$ cat config.mk
export PLATFORM = sky130hd
export DESIGN_NAME = io_write_arbiter
export DESIGN_NICKNAME = d
export VERILOG_FILES = /design/src/rtl/io_pkg.sv /design/src/rtl/io_req_slot.sv /design/src/rtl/io_write_arbiter.sv
export SDC_FILE = /design/constraint.sdc
export NUM_CORES = 1
export LEC_CHECK = 0
export ABC_CLOCK_PERIOD_IN_PS = 19100
export BUFFER_PORTS_ARGS = -buffer_cell sky130_fd_sc_hd__buf_2
export CAP_MARGIN = 25
export CORE_MARGIN = 2
export CORE_UTILIZATION = 57
export DETAILED_ROUTE_END_ITERATION = 16
export PLACE_DENSITY = 0.85
export SKIP_CTS_REPAIR_TIMING = 1
export SLEW_MARGIN = 10
export SYNTH_ARGS = -nofsm -noshare
export SYNTH_HDL_FRONTEND = slang
export SYNTH_SLANG_ARGS = --single-unit
$ cat constraint.sdc
create_clock -name io_clk -period 19.1 [get_ports io_clk]
set_input_delay 1.91 -clock io_clk [delete_from_list [all_inputs] [get_ports io_clk]]
set_output_delay 1.91 -clock io_clk [all_outputs]
set_load 0.05 [all_outputs]
$ cat src/rtl/io_pkg.sv
// Purpose : shared constants and decode helper for the output-port write path.
// Latency : n/a (package, no logic).
// Backpr. : n/a.
// Contents: port window base/size, per-port select codes, requester indices,
//           in_window() decode on addr[7:2].
package io_pkg;

  // addr[7:2] value selecting port 0; the window is PORT_BASE .. PORT_BASE+NPORTS-1
  localparam logic [5:0]  PORT_BASE = 6'b100000;
  localparam int unsigned NPORTS    = 3;

  localparam logic [5:0]  PORT0_SEL = 6'b100000;
  localparam logic [5:0]  PORT1_SEL = 6'b100001;
  localparam logic [5:0]  PORT2_SEL = 6'b100010;

  // Requester indices: CPU store path and debug/loader master
  localparam logic        REQ_CPU   = 1'b0;
  localparam logic        REQ_DBG   = 1'b1;

  // True when the word-select field addr[7:2] falls inside the port window.
  // Done in 7 bits so base+nports cannot wrap around the 6-bit field.
  function automatic logic in_window(input logic [5:0]  sel,
                                     input logic [5:0]  base,
                                     input int unsigned nports);
    logic [6:0] s;
    logic [6:0] lo;
    logic [6:0] hi;
    s  = {1'b0, sel};
    lo = {1'b0, base};
    hi = lo + 7'(nports);
    return (s >= lo) && (s < hi);
  endfunction

endpackage

$ cat src/rtl/io_req_slot.sv
// Purpose : one-entry write buffer (addr+data) between a requester and the arbiter.
// Latency : captured at the accepting edge; visible as full one cycle later.
// Backpr. : ready is the registered EMPTY state; no combinational valid->ready path.
// Ports   : io_clk/reset; valid/ready/addr/data from the requester;
//           pop from the arbiter (grant); full/slot_addr/slot_data to the arbiter.
module io_req_slot #(
  parameter int DATA_W = 32
) (
  input  logic              io_clk,
  input  logic              reset,
  input  logic              valid,
  output logic              ready,
  input  logic [DATA_W-1:0] addr,
  input  logic [DATA_W-1:0] data,
  input  logic              pop,
  output logic              full,
  output logic [DATA_W-1:0] slot_addr,
  output logic [DATA_W-1:0] slot_data
);

  localparam logic [0:0] SLOT_EMPTY = 1'b0;
  localparam logic [0:0] SLOT_FULL  = 1'b1;

  logic [0:0] state;

  assign full  = (state == SLOT_FULL);
  assign ready = (state == SLOT_EMPTY);

  // A slot is only ever filled while EMPTY and only ever popped while FULL,
  // so fill and pop can never collide on the same edge.
  always_ff @(posedge io_clk or posedge reset) begin
    if (reset) begin
      state     <= SLOT_EMPTY;
      slot_addr <= '0;
      slot_data <= '0;
    end else begin
      case (state)
        SLOT_EMPTY: begin
          if (valid) begin
            state     <= SLOT_FULL;
            slot_addr <= addr;
            slot_data <= data;
          end
        end
        SLOT_FULL: begin
          if (pop) begin
            state <= SLOT_EMPTY;
          end
        end
        default: state <= SLOT_EMPTY;
      endcase
    end
  end

endmodule

$ cat src/rtl/io_write_arbiter.sv
// Purpose : shares the output-port write path between CPU (req 0) and debug (req 1).
// Latency : accept at edge N -> strobe after N+1 (uncontested, +1 cycle if contested).
// Backpr. : per-requester one-entry slot; rN_ready low while that slot holds a write.
// Ports   : io_clk/reset; rN_valid/rN_ready/rN_addr/rN_data per requester;
//           io_addr/io_datain/write_io_enable to the port bank;
//           err_pulse/err_src for dropped out-of-window writes; wr_count of issued writes.
module io_write_arbiter
  import io_pkg::*;
#(
  parameter int          DATA_W    = 32,
  parameter logic [5:0]  PORT_BASE = io_pkg::PORT_BASE,
  parameter int unsigned NPORTS    = io_pkg::NPORTS,
  parameter int          CNT_W     = 16
) (
  input  logic              io_clk,
  input  logic              reset,
  input  logic              r0_valid,
  output logic              r0_ready,
  input  logic [DATA_W-1:0] r0_addr,
  input  logic [DATA_W-1:0] r0_data,
  input  logic              r1_valid,
  output logic              r1_ready,
  input  logic [DATA_W-1:0] r1_addr,
  input  logic [DATA_W-1:0] r1_data,
  output logic [DATA_W-1:0] io_addr,
  output logic [DATA_W-1:0] io_datain,
  output logic              write_io_enable,
  output logic              err_pulse,
  output logic              err_src,
  output logic [CNT_W-1:0]  wr_count
);

  logic              full0, full1;
  logic [DATA_W-1:0] slot0_addr, slot0_data;
  logic [DATA_W-1:0] slot1_addr, slot1_data;

  logic              rr;          // index of the most recent grant
  logic              gnt_vld;
  logic              gnt_idx;
  logic              pop0, pop1;
  logic [DATA_W-1:0] gnt_addr, gnt_data;
  logic              gnt_ok;

  io_req_slot #(.DATA_W(DATA_W)) u_slot0 (
    .io_clk    (io_clk),
    .reset     (reset),
    .valid     (r0_valid),
    .ready     (r0_ready),
    .addr      (r0_addr),
    .data      (r0_data),
    .pop       (pop0),
    .full      (full0),
    .slot_addr (slot0_addr),
    .slot_data (slot0_data)
  );

  io_req_slot #(.DATA_W(DATA_W)) u_slot1 (
    .io_clk    (io_clk),
    .reset     (reset),
    .valid     (r1_valid),
    .ready     (r1_ready),
    .addr      (r1_addr),
    .data      (r1_data),
    .pop       (pop1),
    .full      (full1),
    .slot_addr (slot1_addr),
    .slot_data (slot1_data)
  );

  // Round robin over two slots: under contention the winner is simply the
  // slot that did not win last time, so a waiting slot is served next cycle.
  always_comb begin
    gnt_vld  = full0 | full1;
    gnt_idx  = (full0 && full1) ? ~rr : full1;
    pop0     = gnt_vld && (gnt_idx == REQ_CPU);
    pop1     = gnt_vld && (gnt_idx == REQ_DBG);
    gnt_addr = (gnt_idx == REQ_DBG) ? slot1_addr : slot0_addr;
    gnt_data = (gnt_idx == REQ_DBG) ? slot1_data : slot0_data;
    gnt_ok   = in_window(gnt_addr[7:2], PORT_BASE, NPORTS);
  end

  // Issue stage. Error grants still consume the slot and advance rr, but
  // leave io_addr/io_datain and the counter untouched.
  always_ff @(posedge io_clk or posedge reset) begin
    if (reset) begin
      rr              <= REQ_CPU;
      io_addr         <= '0;
      io_datain       <= '0;
      write_io_enable <= 1'b0;
      err_pulse       <= 1'b0;
      err_src         <= 1'b0;
      wr_count        <= '0;
    end else begin
      write_io_enable <= 1'b0;
      err_pulse       <= 1'b0;
      if (gnt_vld) begin
        rr <= gnt_idx;
        if (gnt_ok) begin
          write_io_enable <= 1'b1;
          io_addr         <= gnt_addr;
          io_datain       <= gnt_data;
          wr_count        <= wr_count + CNT_W'(1);
        end else begin
          err_pulse <= 1'b1;
          err_src   <= gnt_idx;
        end
      end
    end
  end

endmodule
==> summary.md, run 1 <==
| Metric | Value |
|---|---|
| Critical path, cell by cell | buf_2 -> nor2b_4 -> buf_4 -> mux2_2 |
| Syn Inst Count | between 600 and 700 |
| Synth area leaders | dfrtp_1 62%, mux2_2 17%, mux2i_1 7.0% |
| Max-slew violations | 0 |
| Initial antenna violation count | 4 |
| Critical path arrival | around 3800 ps |
| Starting Density | 0.587 |
| Layout area overhead | 23.1% |
| Final Hold Fails | 0 |
| Reg2Reg Depth | 6 |
| Row count | 44 |
| Clock slew at reported path FFs | roughly 60 ps |
| Worst setup EP type | flop |
| Final worst-path cycle share | 0.181 |
| Most frequent cells in the layout | 216 x buf_2, 214 x dfrtp_1, 128 x mux2_2, 72 x nand2_1, 62 x o21ai_0 |
| GR Util met1 | 0.300 |
| Post-Route WL | roughly 19,000 um |
| Longest Clk Path Bufs | 3 |
| Number of global-route vias before repair | 6,158 |
| Vias after detailed routing | 5,756 |
| Distinct cells, synth | 33 |
| Worst endpoint required time | 19,470 ps |
| Status | finished clean |
| I/O Buffers | 216 |
| Setup Skew | around 9.3 ps |
| Core area | ~0.015 sq mm |
| FMAX | between 200 and 300 MHz |
| GR Util All Layers | 0.240 |
| R2r setup slk | 16,250 ps |
| Setup violators final | 0 |
| DRT Pass-1 Iters | 4 |
| I/O pins | around 220 |
| Critical path type | in -> reg |
| Startpoint class of the critical path | input pin |
| Worst path depth | 4 |
| Max VDD drop | ~100 uV |
| First-pass GRT wire length | roughly 31,000 um |
| GR peak layer | met2 |
| DRT iter0 DRCs | 283 |
| FF/Latch Area | 0.00536 sq mm |
| Syn Nets | between 700 and 800 |
| Crit path time final | roughly 3500 ps |
| Die H | 127 um |
| Clk sinks | approximately 210 |
| Largest stage delay on the critical path | about 800 ps |
| Synthesized area | about 0.0086 sq mm |
| Routed len/inst | roughly 18 um |
| Vias per cell | roughly 5.5 |
| Reg2reg start | u_slot1.full |
| Final Power | 1910 uW |
| TritonCTS clock tree | built |
| Yosys reg bits | around 210 |
| Layout net count | a little under 1,000 |
| Cts bufs inserted | 22 |
| Synthesized area per cell | approximately 14 sq um |
| GRT overflow | 0 |
| Hold/Removal Path Class | reg -> reg |
| Clk_lat worst skew | ~500 ps |
| MaxCap Viol Count | 0 |
| Crit path buf inv count | 2 |
| Pwr Density | approximately 180 mW/mm^2 |
| H-tree depth | 1 |
| CP Launch Point | r1_valid |
| Leak | 0.00516 uW |
| Die Span X | around 130 um |
| Met3 Use GR | 0.0679 |
| Yosys top cell by area | dfrtp_1 |
| Seq/Total Area, Yosys | 0.622 |
| Worst Hold Path Cells | 2 |
| DRC viols | 0 |
| RSZ-0062 raised after global routing | no |
| Routability congestion estimate | around 0.79 |
| Worst slew pin tran | 1020 ps |
| Reg-to-reg endpoint | io_addr[27] |
| Max FO, Critical Path | 34 |
| Top delay family on crit path | simple AND/OR/NAND/NOR gates |
| # fillers | about 1,000 |
| Root buf cell | clkbuf_16 |
| Highest-delay cell along the critical path | nor2b_4 |
| Fin Setup TNS | 0 ps |
| Routed Antenna Nets | 0 |
| Max transition margin | 0.322 |
| YS warnings | 0 |
| Share of layout cells above drive strength 1 | 0.462 |
| Share of the synthesized area in the top cell type | 0.622 |
| Overall die area | between 0.015 and 0.02 sq mm |
| Largest net degree at the start of global routing | roughly 150 |
| Commonest non-fill, non-tap cell in the layout | buf_2 |
| Multi-input gate area | just over 0.003 sq mm |
| Crit path to | u_slot1.slot_data[24] |
| DP HPWL | between 10,000 and 15,000 um |
| Met2 GRT Util | 0.415 |
state kept, by name, indices dropped and copies added, names as in the netlist, 16 cells and up:
signal / cells
u_slot0.slot_addr: 32
u_slot1.slot_data: 32
wr_count: 16
io_addr: 32
u_slot0.slot_data: 32
io_datain: 32
u_slot1.slot_addr: 32
per-layer routing:
| layer | up-vias | wire length, um |
|---|---|---|
| li1 | 2629 | - |
| met1 | 2864 | 7640 |
| met2 | 217 | 9590 |
| met3 | 42 | 1630 |
| met4 | 4 | 448 |
| met5 | - | 24 |
cells by family (layout without fill, tap and decap cells):
| kind of cell | Yosys count | after routing | share of synthesized area |
|---|---|---|---|
| flops | 214 | 214 | 0.622 |
| mux | 188 | 188 | 0.237 |
| simple gates | 102 | 102 | 0.0577 |
| compound gates | 71 | 71 | 0.0441 |
| buf+inv | 40 | 268 | 0.0217 |
| xor+xnor | 15 | 15 | 0.0153 |
| fa+ha+maj | 1 | 1 | 0.00145 |
| other cells | 0 | 2 | 0 |
worst min-delay path by stage:
| stage | from | end | slack [ps] |
|---|---|---|---|
| 2_1_floorplan | rr | rr | 460 |
| 3_3_place_gp | io_addr[7] | io_addr[7] | 450 |
| 3_5_place_dp | io_datain[26] | io_datain[26] | 460 |
| 4_1_cts | io_datain[26] | io_datain[26] | 480 |
| 5_1_grt | io_datain[28] | io_datain[28] | 500 |
| 6_report | io_datain[28] | io_datain[28] | 470 |
synth_stat cells:
| master | instances |
|---|---|
| nor2b_1 | 2 |
| xor2_1 | 9 |
| clkbuf_1 | 10 |
| dfrtp_1 | 214 |
| buf_2 | 23 |
| a21boi_0 | 1 |
| mux2_2 | 128 |
| a21o_1 | 1 |
| a21oi_1 | 2 |
| and2_1 | 4 |
| nor4b_4 | 1 |
| inv_1 | 5 |
| nor4_1 | 2 |
| nor3_1 | 1 |
| buf_6 | 1 |
| ha_1 | 1 |
| a211oi_2 | 1 |
| nand4_1 | 4 |
| nand3_1 | 4 |
| nand2b_1 | 1 |
| o21a_2 | 1 |
| nand3b_1 | 1 |
| nor4b_2 | 3 |
| nand2_1 | 72 |
| a31oi_1 | 1 |
| xnor2_1 | 6 |
| o21ai_0 | 62 |
| buf_1 | 1 |
| nor2_1 | 5 |
| nor4_2 | 2 |
| a21boi_1 | 1 |
| mux2i_1 | 60 |
| o2111ai_1 | 1 |
power breakdown:
part	switching (uW)	internal [uW]	leakage, uW	total, uW
clock network	169	244	0.000353	413
registers	118	652	0.00261	771
logic	448	283	0.00220	731
total	735	1180	0.00516	1910
layout make-up:
type                       instances  area share
timing repair buffer             223       0.111
antenna                            2    0.000473
sequential                       214       0.506
multi-input combinational        377       0.292
tap                              184      0.0217
clock buffer                      35      0.0643
clock inverter                     5     0.00236
inverter                           5     0.00248
tightest hold or removal path, delay by kind of cell (launching register included):
kind	cells	cell delay, ps
and+or+nand+nor	1	40
DFF	1	340
AOI/OAI and AO/OA	1	60
through the flow:
step | hold slack [ps] | instances | utilization | setup slack [ps] | area (sq um)
2_1_floorplan | 460 | 631 | - | 11340 | 8600
3_5_place_dp | 465 | 1002 | 0.673 | 15120 | 9850
3_3_place_gp | 447 | 1001 | 0.671 | 15170 | 9820
4_1_cts | 479 | 1042 | 0.721 | 15640 | 10600
6_report | 474 | 1045 | 0.723 | 15650 | 10600
5_1_grt | 505 | 1044 | 0.723 | 15560 | 10600
No activity file was read; power rests on OpenSTA's default activity.
==> run 2: changes to the inputs <==
--- a/config.mk
+++ b/config.mk
@@ -5,13 +5,13 @@
 export SDC_FILE = /design/constraint.sdc
 export NUM_CORES = 1
 export LEC_CHECK = 0
-export ABC_CLOCK_PERIOD_IN_PS = 19100
+export ABC_CLOCK_PERIOD_IN_PS = 3500
 export BUFFER_PORTS_ARGS = -buffer_cell sky130_fd_sc_hd__buf_2
 export CAP_MARGIN = 25
 export CORE_MARGIN = 2
-export CORE_UTILIZATION = 57
+export CORE_UTILIZATION = 53
 export DETAILED_ROUTE_END_ITERATION = 16
-export PLACE_DENSITY = 0.85
+export PLACE_DENSITY = 0.8
 export SKIP_CTS_REPAIR_TIMING = 1
 export SLEW_MARGIN = 10
 export SYNTH_ARGS = -nofsm -noshare
==> constraint.sdc (replaced) <==
create_clock -name io_clk -period 3.5 [get_ports io_clk]
set_input_delay 0.35 -clock io_clk [delete_from_list [all_inputs] [get_ports io_clk]]
set_output_delay 0.35 -clock io_clk [all_outputs]
set_load 0.05 [all_outputs]
==> run 2 against run 1 <==
Compared with the run above: the run now ends with negative hold slack left; cell area is 0.95% higher; hold slack worse by 500 ps; combinational power grew to 5.4 times the previous value; worst setup slack worse by 15000 ps; die area is 7.3% higher; register-to-register slack worse by 15000 ps; sequential power grew to 5.5 times the previous value; utilization is 5.0 points lower; first-iteration DRC count is 17% lower; global-route usage is 1.9 points lower; clock skew is 3.0 ps higher; via count is 1.9% lower; critical path type is now reg -> reg.
==> summary.md, run 2 (same netlist as run 1, synthesis figures left out) <==
| Metric | Value |
|---|---|
| Worst setup EP type | flop |
| Die H | 131 um (+3.6%) |
| Pwr Density | 986 mW/mm^2 (+450%) |
| Most frequent cells in the layout | 216 x buf_2, 214 x dfrtp_1, 128 x mux2_2, 72 x nand2_1, 62 x o21ai_0 |
| Met2 GRT Util | 0.360 (-0.0545) |
| Core area | 0.0159 sq mm (+8.5%) |
| Layout net count | 980 (+0.41%) |
| GR Util met1 | 0.284 (-0.0155) |
| I/O pins | 217 (unchanged) |
| GRT overflow | 0 (unchanged) |
| Hold/Removal Path Class | in -> async |
| Max FO, Critical Path | 85 (+150%) |
| Overall die area | 0.0173 sq mm (+7.3%) |
| Highest-delay cell along the critical path | o21a_4 |
| Final worst-path cycle share | 0.708 |
| Routed len/inst | 17.3 um (-6.7%) |
| Setup violators final | 0 (unchanged) |
| H-tree depth | 1 (unchanged) |
| Clock slew at reported path FFs | 60 ps (about the same) |
| Met3 Use GR | 0.0679 (about the same) |
| Worst slew pin tran | 880 ps (-135 ps) |
| Max VDD drop | 538 uV (+440%) |
| MaxCap Viol Count | 0 (unchanged) |
| Final Hold Fails | 10 (+10) |
| Starting Density | 0.542 (-0.0459) |
| Row count | 46 (+4.5%) |
| Routed Antenna Nets | 0 (unchanged) |
| Crit path time final | 2480 ps |
| Die Span X | 131 um (+3.6%) |
| Routability congestion estimate | 0.741 (-6.3%) |
| Largest stage delay on the critical path | 710 ps (-110 ps) |
| DRT iter0 DRCs | 236 (-17%) |
| Critical path, cell by cell | inv_1 -> o21ai_0 -> o21a_4 -> buf_4 -> o21ai_0 |
| Failing checks | negative hold slack |
| TritonCTS clock tree | built |
| FMAX | between 400 and 500 MHz |
| Leak | 0.00519 uW (+0.67%) |
| GR peak layer | met2 |
| Longest Clk Path Bufs | 3 (unchanged) |
| Max-slew violations | 0 (unchanged) |
| Post-Route WL | 18,600 um (-3.6%) |
| Vias per cell | 5.24 (-5.0%) |
| Vias after detailed routing | 5,649 (-1.9%) |
| Share of layout cells above drive strength 1 | 0.469 (+0.00651) |
| Cts bufs inserted | 23 (+4.5%) |
| GR Util All Layers | 0.221 (-0.0193) |
| Layout area overhead | 24.3% |
| RSZ-0062 raised after global routing | no |
| Critical path type | reg -> reg |
| Setup Skew | 12.3 ps (+3.05 ps) |
| Clk_lat worst skew | 500 ps (about the same) |
| Fin Setup TNS | 0 ps (unchanged) |
| DRT Pass-1 Iters | 4 (unchanged) |
| First-pass GRT wire length | 31,000 um (+0.72%) |
| Most frequent CP cell | o21ai_0 |
| DRC viols | 0 (unchanged) |
| DP HPWL | 12,500 um (-1.4%) |
| Critical path arrival | 2820 ps (-1000 ps) |
| Status | finished with violations |
| Root buf cell | clkbuf_16 |
| I/O Buffers | 216 (unchanged) |
| WHS | -23.5 ps (-497 ps) |
| Worst endpoint required time | 3840 ps (-15,630 ps) |
| Clk sinks | 214 (unchanged) |
| Commonest non-fill, non-tap cell in the layout | buf_2 |
| Startpoint class of the critical path | flop |
| Initial antenna violation count | 1 (-3) |
| Largest net degree at the start of global routing | 113 (-23%) |
| Number of global-route vias before repair | 6,169 (+0.18%) |
| Max transition margin | 0.413 (+0.0916) |
## run 2: cell types whose count changed in the layout (fill, tap and decap cells not counted), moves of 2 or more
cell / change
buf_12: +2
bufinv_16: +2
buf_4: +3
buf_16: -2
clkbuf_1: -4
## run 2: metrics by stage
stage,worst slack (ps),utilization,instances,cell area [sq um],power (uW)
floorplan,366,-,631,8610,7190
global placement,1160,0.625,1038,9920,8020
detailed placement,1080,0.625,1038,9920,8180
CTS,1000,0.673,1078,10700,10600
global route,821,0.673,1079,10700,11100
finish,1020,0.673,1079,10700,10500
## run 2: power by group
group | leakage, uW | switching, uW | internal [uW]
Clock | 0.000385 | 941 | 1470
Sequential | 0.00261 | 644 | 3560
Combinational | 0.00220 | 2390 | 1520
Total | 0.00519 | 3980 | 6560
## run 2: worst paths after layout
| path | startpoint | endpoint | slack (ps) | cells after the start |
|---|---|---|---|---|
| max | u_slot1.full | io_datain[16] | 1020 | 5 |
| min | reset | wr_count[5] | -20 | 3 |
| max reg2reg | u_slot1.full | io_datain[16] | 1020 | 5 |
| min reg2reg | io_addr[7] | io_addr[7] | 470 | 1 |
| max in group asynchronous | reset | io_datain[24] | 2980 | 3 |
| min in group io_clk | r1_valid | u_slot1.full | 80 | 3 |
## run 2: cell type report
cell class | instances | area (sq um)
Sequential cell | 214 | 5360
Fill cell | 1191 | 5190
Multi-Input combinational cell | 377 | 3090
Timing Repair Buffer | 226 | 1180
Clock buffer | 31 | 666
Tap cell | 216 | 270
Clock inverter | 9 | 98.8
Inverter | 5 | 22.5
Antenna cell | 1 | 2.50
## run 2: worst max-delay path, delay by kind of cell (launching register included)
kind	cells	cell delay, ps
AO/OA/AOI/OAI	3	1130
buffers and inverters	2	630
flip-flops	1	480
## run 2: per-layer routing
| metal | part of all wire | wire (um) | up-vias |
|---|---|---|---|
| met3 | 0.080 | 1480 | 41 |
| met2 | 0.47 | 8810 | 190 |
| met1 | 0.42 | 7770 | 2789 |
| met4 | 0.030 | 561 | 0 |
| met5 | 0 | 0 | - |
| li1 | - | - | 2629 |
==> run 3: changes to the inputs <==
--- a/config.mk
+++ b/config.mk
@@ -5,7 +5,7 @@
 export SDC_FILE = /design/constraint.sdc
 export NUM_CORES = 1
 export LEC_CHECK = 0
-export ABC_CLOCK_PERIOD_IN_PS = 3500
+export ABC_CLOCK_PERIOD_IN_PS = 2300
 export BUFFER_PORTS_ARGS = -buffer_cell sky130_fd_sc_hd__buf_2
 export CAP_MARGIN = 25
 export CORE_MARGIN = 2
==> constraint.sdc (replaced) <==
create_clock -name io_clk -period 2.3 [get_ports io_clk]
set_input_delay 0.23 -clock io_clk [delete_from_list [all_inputs] [get_ports io_clk]]
set_output_delay 0.23 -clock io_clk [all_outputs]
set_load 0.05 [all_outputs]
==> run 3 against run 2 <==
Compared with the run above: the flow now finishes without violations; combinational power up 63%; worst setup slack got worse by 730 ps; clock-buffer cell count increased by 1; first-iteration DRC count grew 31%.
==> summary.md, run 3 (same netlist as run 1, synthesis figures left out) <==
| Metric | Value |
|---|---|
| Status | finished clean |
| Die Span X | 131 um (unchanged) |
| WHS | 381 ps (+404 ps) |
| DRT Pass-1 Iters | 4 (unchanged) |
| First-pass GRT wire length | 30,900 um (-0.42%) |
| Layout net count | 1,115 (+14%) |
| Pwr Density | 1380 mW/mm^2 (+40%) |
| Register share of total power | 0.391 (-0.008) |
| Final Power | 16,600 uW (+57%) |
| Vias per cell | 5.32 (+1.7%) |
| Clk_lat worst skew | 500 ps (about the same) |
| Fin Setup TNS | 0 ps (unchanged) |
| Number of global-route vias before repair | 6,127 (-0.68%) |
| Longest Clk Path Bufs | 3 (unchanged) |
| DP HPWL | 12,600 um (+0.95%) |
| Core area | 0.0159 sq mm (unchanged) |
| GR Util All Layers | 0.219 (-0.00245) |
| Max transition margin | 0.539 (+0.126) |
| Max-slew violations | 0 (unchanged) |
| Die H | 131 um (unchanged) |
| Initial antenna violation count | 1 (unchanged) |
| Crit path time final | 2010 ps (-472 ps) |
| Clk sinks | 214 (unchanged) |
| Logic pwr share | 0.385 (+0.013) |
| Clock slew at reported path FFs | 70 ps (about the same) |
| Cts bufs inserted | 23 (unchanged) |
| Max FO, Critical Path | 48 (-44%) |
| Setup Skew | 13.5 ps (+1.12 ps) |
| Routability congestion estimate | 0.761 (+2.7%) |
| Pre-CTS setup slack | 362 ps (-714 ps) |
| TritonCTS clock tree | built |
| Leak | 0.00576 uW (+11%) |
| Routed Antenna Nets | 0 (unchanged) |
| Layout area overhead | 40.1% |
| Routed len/inst | 19.4 um (+12%) |
| Reg2Reg Depth | 6 (+1) |
| Worst slew pin tran | 689 ps (-191 ps) |
| MaxCap Viol Count | 0 (unchanged) |
| DRT iter0 DRCs | 308 (+31%) |
| Most frequent cells in the layout | 216 x buf_2, 214 x dfrtp_1, 130 x dlygate4sd3_1, 128 x mux2_2, 72 x nand2_1 |
| Starting Density | 0.542 (unchanged) |
| Root buf cell | clkbuf_16 |
| Post-Route WL | 23,500 um (+26%) |
| I/O Buffers | 216 (unchanged) |
| RSZ-0062 raised after global routing | no |
| Vias after detailed routing | 6,463 (+14%) |
| Setup violators final | 0 (unchanged) |
| FMAX | 498 MHz (+24%) |
| Final cell count without fillers | 1,214 (+13%) |
| Worst setup EP type | flop |
| Largest net degree at the start of global routing | 63 (-44%) |
| Max VDD drop | 856 uV (+59%) |
| Final Hold Fails | 0 (-10) |
| NetSw | 6440 uW (+62%) |
| Final worst-path cycle share | 0.873 (+0.164) |
| P_int | 10,100 uW (+55%) |
| Critical path arrival | 2420 ps (-400 ps) |
| Placed Cells | 1,043 (+0.48%) |
| Startpoint class of the critical path | flop |
| Overall die area | 0.0173 sq mm (unchanged) |
| Share of layout cells above drive strength 1 | 0.408 (-0.0610) |
| Critical path type | reg -> reg |
| Clock share of power | 0.224 (-0.005) |
| I/O pins | 217 (unchanged) |
| Commonest non-fill, non-tap cell in the layout | buf_2 |
| GRT overflow | 0 (unchanged) |
| Worst endpoint required time | 2720 ps (-1120 ps) |
| DRC viols | 0 (unchanged) |
| Hold/Removal Path Class | in -> async |
| Row count | 46 (unchanged) |
| # fillers | 960 (-19%) |
| Sw frac | 0.388 (+0.0107) |
| H-tree depth | 1 (unchanged) |
| Worst setup slack after layout | 293 ps (-728 ps) |
## run 3: power groups by stage
stage	Sequential, uW	Clock (uW)	Combinational, uW
after CTS	6380	3730	6090
after global routing	6650	3920	6810
after detailed placement	6410	0	6070
after global placement	6360	0	5900
final	6480	3710	6390
after floorplan	7830	0	3100
## run 3: final cells by class
class,count,area (sq um),share of cell area
clock inverter,7,92.6,0.00768
timing repair buffer,361,2560,0.212
multi-input combinational,377,3090,0.257
antenna,2,5.00,0.000415
inverter,5,22.5,0.00187
sequential,214,5360,0.444
tap,216,270,0.0224
clock buffer,32,659,0.0547
## run 3: metrics by stage
stage / utilization / cell area, sq um
final: 0.759 / 12100
after global routing: 0.759 / 12100
after CTS: 0.677 / 10800
after detailed placement: 0.629 / 10000
after global placement: 0.629 / 10000
after floorplan: - / 8610
## run 3: critical path, stage by stage, from the launching register on
cell and delay, ps:
dfrtp_1 460, a21boi_4 190, nand3_1 180, o21a_4 370, buf_4 460, nand2_1 140, o21ai_0 110
## run 3: path summary, 6_finish.rpt
check                           slack (ps)         start               endpoint
worst max-delay path                   290  u_slot1.full          io_datain[29]
worst min-delay path                   380         reset            wr_count[8]
worst max register to register         290  u_slot1.full          io_datain[29]
worst min register to register         480    io_addr[2]             io_addr[2]
max in group asynchronous             1180         reset  u_slot1.slot_data[10]
min in group io_clk                    450      r0_valid           u_slot0.full
## run 3: metal layers
| layer | share of wire | vias to the layer above | GRT usage |
|---|---|---|---|
| li1 | - | 2906 | - |
| met1 | 0.40 | 3274 | 0.282 |
| met2 | 0.52 | 239 | 0.362 |
| met3 | 0.058 | 44 | 0.0660 |
| met4 | 0.023 | 0 | 0.0586 |
| met5 | 0 | - | 0 |
